[src/rtl/ex_mem_reg_pkg.sv]
// rtl/ex_mem_reg_pkg.sv - shared widths and control-bundle layout for the EX/MEM register
package ex_mem_reg_pkg;

  localparam int DW = 16;
  localparam int RW = 3;

  // Control bundle bit positions
  localparam int CTRL_W          = 6;
  localparam int CTRL_REG_WRITE  = 0;
  localparam int CTRL_MEM_READ   = 1;
  localparam int CTRL_MEM_WRITE  = 2;
  localparam int CTRL_MEM_TO_REG = 3;
  localparam int CTRL_LINK       = 4;
  localparam int CTRL_HALT       = 5;

  typedef logic [CTRL_W-1:0] ctrl_t;

  localparam ctrl_t CTRL_BUBBLE = '0;

endpackage

[src/rtl/ex_mem_reg_if.sv]
// rtl/ex_mem_reg_if.sv - EX-side inputs, MEM-side outputs and hazard signals of the EX/MEM register
interface ex_mem_reg_if;
  import ex_mem_reg_pkg::*;

  logic          ex_valid;
  logic [DW-1:0] ex_result;
  logic [DW-1:0] ex_st_data;
  logic [DW-1:0] ex_pc_inc;
  logic [RW-1:0] ex_wr_reg;
  logic          ex_reg_write;
  logic          ex_mem_read;
  logic          ex_mem_write;
  logic          ex_mem_to_reg;
  logic          ex_link;
  logic          ex_halt;
  logic [RW-1:0] id_rs;
  logic [RW-1:0] id_rt;

  logic          mem_valid;
  logic [DW-1:0] mem_result;
  logic [DW-1:0] mem_st_data;
  logic [DW-1:0] mem_pc_inc;
  logic [RW-1:0] mem_wr_reg;
  logic          mem_reg_write;
  logic          mem_mem_read;
  logic          mem_mem_write;
  logic          mem_mem_to_reg;
  logic          mem_link;
  logic          mem_halt;
  logic          fwd_rs_hit;
  logic          fwd_rt_hit;
  logic          load_use;
  logic          halt_seen;
  logic          err;

  modport master (
    output ex_valid, ex_result, ex_st_data, ex_pc_inc, ex_wr_reg, ex_reg_write,
           ex_mem_read, ex_mem_write, ex_mem_to_reg, ex_link, ex_halt, id_rs, id_rt,
    input  mem_valid, mem_result, mem_st_data, mem_pc_inc, mem_wr_reg, mem_reg_write,
           mem_mem_read, mem_mem_write, mem_mem_to_reg, mem_link, mem_halt,
           fwd_rs_hit, fwd_rt_hit, load_use, halt_seen, err
  );

  modport slave (
    input  ex_valid, ex_result, ex_st_data, ex_pc_inc, ex_wr_reg, ex_reg_write,
           ex_mem_read, ex_mem_write, ex_mem_to_reg, ex_link, ex_halt, id_rs, id_rt,
    output mem_valid, mem_result, mem_st_data, mem_pc_inc, mem_wr_reg, mem_reg_write,
           mem_mem_read, mem_mem_write, mem_mem_to_reg, mem_link, mem_halt,
           fwd_rs_hit, fwd_rt_hit, load_use, halt_seen, err
  );

endinterface

[src/rtl/ex_mem_reg_dff_en_clr.sv]
// rtl/ex_mem_reg_dff_en_clr.sv - width-parameterised flop with synchronous clear (dominant) and enable
module dff_en_clr #(
  parameter int W = 1
) (
  input  logic         clk,
  input  logic         clr,
  input  logic         en,
  input  logic [W-1:0] d,
  output logic [W-1:0] q
);

  logic [W-1:0] q_q;

  always_ff @(posedge clk) begin
    if (clr) begin
      q_q <= '0;
    end else if (en) begin
      q_q <= d;
    end
  end

  assign q = q_q;

endmodule

[src/rtl/ex_mem_reg.sv]
// rtl/ex_mem_reg.sv - EX/MEM pipeline register with stall/flush, sticky halt/err and forward matching
module ex_mem_reg
  import ex_mem_reg_pkg::*;
(
  input  logic         clk,
  input  logic         rst,
  input  logic         stall,
  input  logic         flush,
  ex_mem_reg_if.slave  bus
);

  logic          load_en;
  logic          pipe_clr;
  logic          pipe_en;
  ctrl_t         ctrl_d;
  ctrl_t         ctrl_q;
  logic          valid_q;
  logic [DW-1:0] result_q;
  logic [DW-1:0] st_data_q;
  logic [DW-1:0] pc_inc_q;
  logic [RW-1:0] wr_reg_q;
  logic          halt_seen_d;
  logic          halt_seen_q;
  logic          err_d;
  logic          err_q;

  // Clear beats enable inside the flop, so rst wins over stall and a flush only lands when not stalled.
  assign pipe_clr = rst | (flush & ~stall);
  assign pipe_en  = ~stall;
  assign load_en  = ~stall & ~flush;

  always_comb begin
    ctrl_d = CTRL_BUBBLE;
    if (bus.ex_valid) begin
      ctrl_d[CTRL_REG_WRITE]  = bus.ex_reg_write;
      ctrl_d[CTRL_MEM_READ]   = bus.ex_mem_read;
      ctrl_d[CTRL_MEM_WRITE]  = bus.ex_mem_write;
      ctrl_d[CTRL_MEM_TO_REG] = bus.ex_mem_to_reg;
      ctrl_d[CTRL_LINK]       = bus.ex_link;
      ctrl_d[CTRL_HALT]       = bus.ex_halt;
    end
  end

  assign halt_seen_d = halt_seen_q | (bus.ex_valid & bus.ex_halt);
  assign err_d       = err_q | (bus.ex_valid & bus.ex_mem_read & bus.ex_mem_write);

  dff_en_clr #(.W(1))      u_valid   (.clk(clk), .clr(pipe_clr), .en(pipe_en), .d(bus.ex_valid),   .q(valid_q));
  dff_en_clr #(.W(DW))     u_result  (.clk(clk), .clr(pipe_clr), .en(pipe_en), .d(bus.ex_result),  .q(result_q));
  dff_en_clr #(.W(DW))     u_st_data (.clk(clk), .clr(pipe_clr), .en(pipe_en), .d(bus.ex_st_data), .q(st_data_q));
  dff_en_clr #(.W(DW))     u_pc_inc  (.clk(clk), .clr(pipe_clr), .en(pipe_en), .d(bus.ex_pc_inc),  .q(pc_inc_q));
  dff_en_clr #(.W(RW))     u_wr_reg  (.clk(clk), .clr(pipe_clr), .en(pipe_en), .d(bus.ex_wr_reg),  .q(wr_reg_q));
  dff_en_clr #(.W(CTRL_W)) u_ctrl    (.clk(clk), .clr(pipe_clr), .en(pipe_en), .d(ctrl_d),         .q(ctrl_q));

  // Sticky flags only accumulate on a real load and are cleared solely by reset.
  dff_en_clr #(.W(1)) u_halt_seen (.clk(clk), .clr(rst), .en(load_en), .d(halt_seen_d), .q(halt_seen_q));
  dff_en_clr #(.W(1)) u_err       (.clk(clk), .clr(rst), .en(load_en), .d(err_d),       .q(err_q));

  assign bus.mem_valid      = valid_q;
  assign bus.mem_result     = result_q;
  assign bus.mem_st_data    = st_data_q;
  assign bus.mem_pc_inc     = pc_inc_q;
  assign bus.mem_wr_reg     = wr_reg_q;
  assign bus.mem_reg_write  = ctrl_q[CTRL_REG_WRITE];
  assign bus.mem_mem_read   = ctrl_q[CTRL_MEM_READ];
  assign bus.mem_mem_write  = ctrl_q[CTRL_MEM_WRITE];
  assign bus.mem_mem_to_reg = ctrl_q[CTRL_MEM_TO_REG];
  assign bus.mem_link       = ctrl_q[CTRL_LINK];
  assign bus.mem_halt       = ctrl_q[CTRL_HALT];
  assign bus.halt_seen      = halt_seen_q;
  assign bus.err            = err_q;

  // A load result is not ready in MEM, so it is reported as load_use rather than forwarded.
  assign bus.fwd_rs_hit = valid_q & ctrl_q[CTRL_REG_WRITE] & ~ctrl_q[CTRL_MEM_READ] & (wr_reg_q == bus.id_rs);
  assign bus.fwd_rt_hit = valid_q & ctrl_q[CTRL_REG_WRITE] & ~ctrl_q[CTRL_MEM_READ] & (wr_reg_q == bus.id_rt);
  assign bus.load_use   = valid_q & ctrl_q[CTRL_MEM_READ] &
                          ((wr_reg_q == bus.id_rs) | (wr_reg_q == bus.id_rt));

endmodule

[src/flat_wrapper.sv]
// flat-port wrapper written by rule: the top's interface ports become plain ports
module ex_mem_reg_flat import ex_mem_reg_pkg::*;
  (clk, rst, stall, flush, bus_ex_valid, bus_ex_result, bus_ex_st_data, bus_ex_pc_inc, bus_ex_wr_reg, bus_ex_reg_write, bus_ex_mem_read, bus_ex_mem_write, bus_ex_mem_to_reg, bus_ex_link, bus_ex_halt, bus_id_rs, bus_id_rt, bus_mem_valid, bus_mem_result, bus_mem_st_data, bus_mem_pc_inc, bus_mem_wr_reg, bus_mem_reg_write, bus_mem_mem_read, bus_mem_mem_write, bus_mem_mem_to_reg, bus_mem_link, bus_mem_halt, bus_fwd_rs_hit, bus_fwd_rt_hit, bus_load_use, bus_halt_seen, bus_err);
  ex_mem_reg_if bus_i ();
  input  logic clk;
  input  logic rst;
  input  logic stall;
  input  logic flush;
  input wire logic [$bits(bus_i.ex_valid)-1:0] bus_ex_valid;
  input wire logic [$bits(bus_i.ex_result)-1:0] bus_ex_result;
  input wire logic [$bits(bus_i.ex_st_data)-1:0] bus_ex_st_data;
  input wire logic [$bits(bus_i.ex_pc_inc)-1:0] bus_ex_pc_inc;
  input wire logic [$bits(bus_i.ex_wr_reg)-1:0] bus_ex_wr_reg;
  input wire logic [$bits(bus_i.ex_reg_write)-1:0] bus_ex_reg_write;
  input wire logic [$bits(bus_i.ex_mem_read)-1:0] bus_ex_mem_read;
  input wire logic [$bits(bus_i.ex_mem_write)-1:0] bus_ex_mem_write;
  input wire logic [$bits(bus_i.ex_mem_to_reg)-1:0] bus_ex_mem_to_reg;
  input wire logic [$bits(bus_i.ex_link)-1:0] bus_ex_link;
  input wire logic [$bits(bus_i.ex_halt)-1:0] bus_ex_halt;
  input wire logic [$bits(bus_i.id_rs)-1:0] bus_id_rs;
  input wire logic [$bits(bus_i.id_rt)-1:0] bus_id_rt;
  output wire logic [$bits(bus_i.mem_valid)-1:0] bus_mem_valid;
  output wire logic [$bits(bus_i.mem_result)-1:0] bus_mem_result;
  output wire logic [$bits(bus_i.mem_st_data)-1:0] bus_mem_st_data;
  output wire logic [$bits(bus_i.mem_pc_inc)-1:0] bus_mem_pc_inc;
  output wire logic [$bits(bus_i.mem_wr_reg)-1:0] bus_mem_wr_reg;
  output wire logic [$bits(bus_i.mem_reg_write)-1:0] bus_mem_reg_write;
  output wire logic [$bits(bus_i.mem_mem_read)-1:0] bus_mem_mem_read;
  output wire logic [$bits(bus_i.mem_mem_write)-1:0] bus_mem_mem_write;
  output wire logic [$bits(bus_i.mem_mem_to_reg)-1:0] bus_mem_mem_to_reg;
  output wire logic [$bits(bus_i.mem_link)-1:0] bus_mem_link;
  output wire logic [$bits(bus_i.mem_halt)-1:0] bus_mem_halt;
  output wire logic [$bits(bus_i.fwd_rs_hit)-1:0] bus_fwd_rs_hit;
  output wire logic [$bits(bus_i.fwd_rt_hit)-1:0] bus_fwd_rt_hit;
  output wire logic [$bits(bus_i.load_use)-1:0] bus_load_use;
  output wire logic [$bits(bus_i.halt_seen)-1:0] bus_halt_seen;
  output wire logic [$bits(bus_i.err)-1:0] bus_err;
  assign bus_i.ex_valid = bus_ex_valid;
  assign bus_i.ex_result = bus_ex_result;
  assign bus_i.ex_st_data = bus_ex_st_data;
  assign bus_i.ex_pc_inc = bus_ex_pc_inc;
  assign bus_i.ex_wr_reg = bus_ex_wr_reg;
  assign bus_i.ex_reg_write = bus_ex_reg_write;
  assign bus_i.ex_mem_read = bus_ex_mem_read;
  assign bus_i.ex_mem_write = bus_ex_mem_write;
  assign bus_i.ex_mem_to_reg = bus_ex_mem_to_reg;
  assign bus_i.ex_link = bus_ex_link;
  assign bus_i.ex_halt = bus_ex_halt;
  assign bus_i.id_rs = bus_id_rs;
  assign bus_i.id_rt = bus_id_rt;
  assign bus_mem_valid = bus_i.mem_valid;
  assign bus_mem_result = bus_i.mem_result;
  assign bus_mem_st_data = bus_i.mem_st_data;
  assign bus_mem_pc_inc = bus_i.mem_pc_inc;
  assign bus_mem_wr_reg = bus_i.mem_wr_reg;
  assign bus_mem_reg_write = bus_i.mem_reg_write;
  assign bus_mem_mem_read = bus_i.mem_mem_read;
  assign bus_mem_mem_write = bus_i.mem_mem_write;
  assign bus_mem_mem_to_reg = bus_i.mem_mem_to_reg;
  assign bus_mem_link = bus_i.mem_link;
  assign bus_mem_halt = bus_i.mem_halt;
  assign bus_fwd_rs_hit = bus_i.fwd_rs_hit;
  assign bus_fwd_rt_hit = bus_i.fwd_rt_hit;
  assign bus_load_use = bus_i.load_use;
  assign bus_halt_seen = bus_i.halt_seen;
  assign bus_err = bus_i.err;
  ex_mem_reg u_core (.clk(clk), .rst(rst), .stall(stall), .flush(flush), .bus(bus_i));
endmodule
[config.mk]
export PLATFORM = sky130hd
export DESIGN_NAME = ex_mem_reg_flat
export DESIGN_NICKNAME = d
export VERILOG_FILES = /design/src/rtl/ex_mem_reg_pkg.sv /design/src/rtl/ex_mem_reg_if.sv /design/src/rtl/ex_mem_reg_dff_en_clr.sv /design/src/rtl/ex_mem_reg.sv /design/src/flat_wrapper.sv
export SDC_FILE = /design/constraint.sdc
export NUM_CORES = 1
export LEC_CHECK = 0
export ABC_AREA = 1
export CAP_MARGIN = 10
export CORE_MARGIN = 2
export CORE_UTILIZATION = 38
export CTS_CLUSTER_DIAMETER = 80
export DETAILED_ROUTE_END_ITERATION = 10
export GPL_ROUTABILITY_DRIVEN = 0
export PLACE_DENSITY = 0.79
export SYNTH_ARGS = -nofsm -noshare
export SYNTH_HDL_FRONTEND = slang
export SYNTH_SLANG_ARGS = --single-unit
[constraint.sdc]
create_clock -name clk -period 1.2 [get_ports clk]
set_input_delay 0.18 -clock clk [delete_from_list [all_inputs] [get_ports clk]]
set_output_delay 0.18 -clock clk [all_outputs]
set_load 0.05 [all_outputs]
==> reports/results.txt, run 1 <==
CTS Buf Count: 9
Area of the die: 6586 um2
Final setup vio count: 3
Row count: 28
Total leakage power: 0.001823 uW
CP Data Arrival Time: 1340 ps
Largest net degree at the start of global routing: 42
MaxCap Viol Count: 0
Core Area: 5851 um2
Layout area overhead: 105.7%
Clk_lat worst skew: 320 ps
Final Hold Viols: 0
Drt drc: 0
Cell taking the most area after synthesis: dfxtp_1
Critical path peak fanout: 4
Cells after Synth: 286
Initial antenna violation count: 0
TritonCTS clock tree: yes
Top cell type's share of synthesized area: 53.10%
RSZ-0062 raised after global routing: yes
DR iter-0 viols: 103
Run status: complete, but fails checks
Root Buffer: clkbuf_8
F_max: 0.6582 GHz
Nets: 493
Final setup margin: -319.4 ps
Chip Height: 81.16 um
Pwr Density: 1083 nW/um2
Violated checks: negative setup slack
Total power draw: 5038 uW
Slew @ Worst Pin: 415.6 ps
# H-tree levels: 3
Setup_tns: -839.4 ps
Worst VDD drop: 0.7774 mV
Area of the mapped netlist: 2262 um2
CP startpoint kind: flop
Final hold slack: 200.3 ps
Max_slew headroom: 72.29%
Fill cell count: 366
GRT Total Usage: 22.44%
Required time worst endpoint: 1020 ps
Final max-slew violation count: 0
Seq/Total Area, Yosys: 53.10%
Via density: 4.754
Distinct cell type count after synthesis: 16
Syn avg cell area: 7.910 um2
Final global-route overflow total: 0
WL per Instance: 14.35 um
Crit Path Category: flop to primary output
Seq cells post-synth: 60
Yosys warnings: 0
IO Pins: 131
Port Buffer Count: 130
Hold Crit Class: input port to flop
Worst Skew: 0 ps
Ant. Diodes: 0
Vias in the first global route: 2407
Clock-pin slew on the worst setup and hold paths: 60 ps
Crit. End Element: primary output
First-pass GRT wire length: 11.21 mm
Tmin final: 1519 ps
Period utilisation layout: 126.6%
Post-DP HPWL: 5.181 mm
Top cells by area, synth: dfxtp_1, nand2_1, a21oi_1, a21oi_2, clkbuf_1
Clock tree buffer depth: 2
Routed vias: 2396
Share of cells above drive strength 1: 31.70%
Die X: 81.16 um
Final ANT Viol Nets: 0
Sink count of the clock tree: 60
Starting Density: 38.67%
Total Routed Length: 7.232 mm
Syn_nets: 354
First-pass DRT Iterations: 5
-- final timing paths --
path | startpoint | to | slack [ps] | depth (start not counted)
worst min register to register | u_core.u_st_data.q[2] | u_core.u_st_data.q[2] | 500 | 2
worst max register to register | u_core.u_wr_reg.q[1] | u_core.u_wr_reg.q[1] | 390 | 3
worst min-delay path | stall | u_core.u_ctrl.q[2] | 200 | 3
worst max-delay path | u_core.u_wr_reg.q[0] | bus_load_use | -320 | 6
-- final cells by class --
type / instances / area [um2] / share of cell area, %
clock inverter: 2 / 10.01 / 0.2151
multi-input combinational: 199 / 1040 / 22.34
tap: 75 / 93.84 / 2.017
clock buffer: 13 / 158.9 / 3.415
inverter: 9 / 33.78 / 0.7260
timing repair buffer: 146 / 2098 / 45.09
sequential: 60 / 1219 / 26.19
-- per-stage QoR --
| step | area (um2) | std cells | util [%] | worst slack [ps] |
|---|---|---|---|---|
| floorplan | 2338 | 286 | - | -66.08 |
| global placement | 4418 | 487 | 75.51 | -268.1 |
| detailed placement | 4418 | 487 | 75.51 | -288.2 |
| CTS | 4627 | 504 | 79.08 | -301.4 |
| global route | 4653 | 504 | 79.53 | -346.2 |
| finish | 4653 | 504 | 79.53 | -319.4 |
-- layer usage --
layer	up-vias	GRT usage (%)	share of wire, %
li1	1188	-	-
met2	92	39.59	52
met3	11	10.11	8.7
met1	1105	23.82	38
met5	-	0	0
met4	0	7.288	1.8
-- registers in the layout, summed over array words and instances, names as in the netlist --
| register | count |
|---|---|
| u_core.u_pc_inc.q | 16 |
| u_core.u_result.q | 16 |
| u_core.u_st_data.q | 16 |
| u_core.u_ctrl.q | 6 |
| u_core.u_wr_reg.q | 3 |
| u_core.u_err.q | 1 |
| u_core.u_halt_seen.q | 1 |
| u_core.u_valid.q | 1 |
-- Yosys cell counts, drive strengths merged --
library cell / count
a211oi: 1
a21oi: 58
nor2: 8
clkbuf: 9
dfxtp: 60
nand2: 122
a31oi: 2
nand3b: 1
nand3: 3
buf: 9
a21o: 1
inv: 9
xnor2: 3
-- report_power, final --
| part | internal, uW | switching, uW | leakage [uW] |
|---|---|---|---|
| clock network | 845 | 724 | 0.0000893 |
| logic | 668 | 622 | 0.00124 |
| registers | 2080 | 99.1 | 0.000495 |
| total | 3590 | 1440 | 0.00182 |
-- cell usage in the layout (no fill, tap or decap), drive strengths merged --
cell type / count
a21o: 1
clkdlybuf4s50: 64
clkbuf: 13
dlymetal6s2s: 1
nand2: 122
a31oi: 2
a21oi: 58
nor2: 8
dlygate4sd2: 1
clkinv: 2
xnor2: 3
buf: 80
nand3: 3
a211oi: 1
nand3b: 1
dfxtp: 60
inv: 9
-- cell families (layout without fill, tap and decap cells) --
group                  Yosys count  in the layout  synth area share (%)
flip-flops                      60             60                 53.10
AO/OA/AOI/OAI                   62             62                 17.37
AND/OR/NAND/NOR                134            134                 22.57
buffers and inverters           27            170                 5.807
XOR/XNOR                         3              3                 1.162
-- worst max-delay path, cell delays in order (launching register included) --
cell and delay, ps:
dfxtp_4 380, inv_2 70, nand2_2 60, nand2_2 90, nand3_4 100, a21oi_4 170, buf_12 150
-- timing repair --
item | CTS | global route
hold endpoints to repair | 0 | 0
setup endpoints to repair | 3 | 4
pin swaps | 6 | 5
gates resized for setup | 8 | 5
setup buffers | 2 | 0
hold buffers | 0 | 0
Note: power is estimated with default switching activity, not from simulation.
==> run 2, diff against run 1 <==
--- a/config.mk
+++ b/config.mk
@@ -16,3 +16,4 @@
 export SYNTH_ARGS = -nofsm -noshare
 export SYNTH_HDL_FRONTEND = slang
 export SYNTH_SLANG_ARGS = --single-unit
+export TNS_END_PERCENT = 10
==> run 2 against run 1 <==
Compared with the run above:
- the flow still finishes with violations (negative setup slack)
- non-clock buffer count fell by 2
- power rose by 0.23%
- register-to-register slack gained 30 ps
- sequential power about the same
- highest routed layer unchanged
==> reports/results.txt, run 2 (same netlist as run 1, synthesis figures left out) <==
Final Hold Viols: 0
Max_slew headroom: 80.16%
Starting Density: 38.67%
Final hold slack: 336.7 ps
Ant. Diodes: 0
Drt drc: 0
Net Sw Frac: 28.91%
Final ANT Viol Nets: 0
Buf/Inv on CP: 1
P_sw: 1460 uW
Area of the die: 6586 um2
Clock tree buffer depth: 2
Area after DPL: 4375 um2
Final setup vio count: 3
Final max-slew violation count: 0
First-pass GRT wire length: 11.13 mm
GRT Total Usage: 22.27%
Top Family by Delay on Critical Path: flip-flops
RSZ-0062 raised after global routing: yes
Most common library cell in the layout ignoring fill and taps: nand2_1
Die X: 81.16 um
Worst Skew: 0 ps
Chip Height: 81.16 um
Final global-route overflow total: 0
MaxCap Viol Count: 0
Met1 WL: 2.703 mm
Total Routed Length: 7.037 mm
CP max stage delay: 380 ps
Crit-path cells: xnor2_4 > nand3_4 > a21oi_4 > buf_12
Clock share of power: 31.8%
Pint: 3590 uW
Routed vias: 2368
CTS Buf Count: 9
Largest net degree at the start of global routing: 30
Via density: 4.708
Required time worst endpoint: 1020 ps
Initial antenna violation count: 0
Setup_tns: -827.3 ps
Reg power frac: 43.2%
WL per Instance: 13.99 um
Vias in the first global route: 2429
Finished Cell Area: 4596 um2
Uppermost layer routed: met4
Critical path peak fanout: 5
CP Data Arrival Time: 1350 ps
TritonCTS clock tree: yes
IO Pins: 131
Post-layout util: 78.55%
Row count: 28
Final setup margin: -333.5 ps
WL met2: 3.558 mm
Clock-pin slew on the worst setup and hold paths: 70 ps
Period utilisation layout: 127.8%
Clk_lat worst skew: 320 ps
Run status: complete, but fails checks
Multi-input logic area: 1023 um2
Core Area: 5851 um2
F_max: 0.6521 GHz
Layout area overhead: 103.2%
Storage cell area: 1216 um2
# H-tree levels: 3
Logic pwr share: 25.0%
Crit Path Category: flop to primary output
First-pass DRT Iterations: 4
Post-DP HPWL: 5.353 mm
CP startpoint kind: flop
Worst VDD drop: 0.8013 mV
Fill cell count: 381
Tmin final: 1533 ps
Total leakage power: 0.001793 uW
Violated checks: negative setup slack
DR iter-0 viols: 89
Root Buffer: clkbuf_8
Hold Crit Class: input port to flop
CP max-delay cell: dfxtp_4
Slew @ Worst Pin: 297.5 ps
Port Buffer Count: 130
Routed wl met3: 674 um
Most frequent cells in the layout: nand2_1, clkdlybuf4s50_1, buf_12
Nets: 491
Sink count of the clock tree: 60
Pwr Density: 1099 nW/um2
Crit. End Element: primary output
Share of cells above drive strength 1: 30.84%
==> run 2: stage by stage <==
step,std cells,setup WS (ps),total power (uW)
3_3_place_gp,486,-269.9,3445
3_5_place_dp,486,-356.2,3472
2_1_floorplan,286,-66.08,2745
5_1_grt,503,-386.3,5262
4_1_cts,503,-355.4,5094
6_report,503,-333.5,5049
==> run 2: timing repair <==
item / in CTS / in global routing
resized for setup: 6 / 4
hold buffers: 0 / 0
buffers inserted: 1 / 0
cloned: 0 / 0
endpoints found under the setup margin: 3 / 4
pin swaps: 8 / 2
==> run 2: per-layer routing <==
metal,GRT usage (%),up-vias
li1,-,1188
met2,39.59,101
met5,0,-
met1,23.04,1069
met3,10.56,10
met4,7.288,0
==> run 2: power by group through the flow <==
| stage | Sequential, uW | Combinational (uW) | Clock (uW) |
|---|---|---|---|
| floorplan | 2480 | 260 | 0 |
| global placement | 2220 | 1230 | 0 |
| detailed placement | 2220 | 1250 | 0 |
| CTS | 2180 | 1270 | 1650 |
| global route | 2190 | 1330 | 1740 |
| finish | 2180 | 1260 | 1600 |
==> run 2: cell type report <==
type                    instances  area share [%]
well taps                      75           2.042
inverters                       9          0.7351
clock inverters                 2          0.2178
repair buffers                144           44.73
flip-flops and latches         60           26.46
clock buffers                  14           3.539
multi-input cells             199           22.27
==> run 2: worst paths after layout <==
check / from / slack [ps] / endpoint / cells past startpoint
max: u_core.u_wr_reg.q[0] / -330 / bus_load_use / 4
min: stall / 340 / u_core.u_pc_inc.q[15] / 4
max reg2reg: u_core.u_ctrl.q[1] / 420 / u_core.u_ctrl.q[1] / 3
min reg2reg: u_core.u_result.q[9] / 490 / u_core.u_result.q[9] / 2
==> run 2: worst reg2reg max path, delay by kind of cell (launching register included) <==
kind	cells	cell delay [ps]
buffers and inverters	1	130
flip-flops	1	330
AND/OR/NAND/NOR	1	50
AO/OA/AOI/OAI	1	190
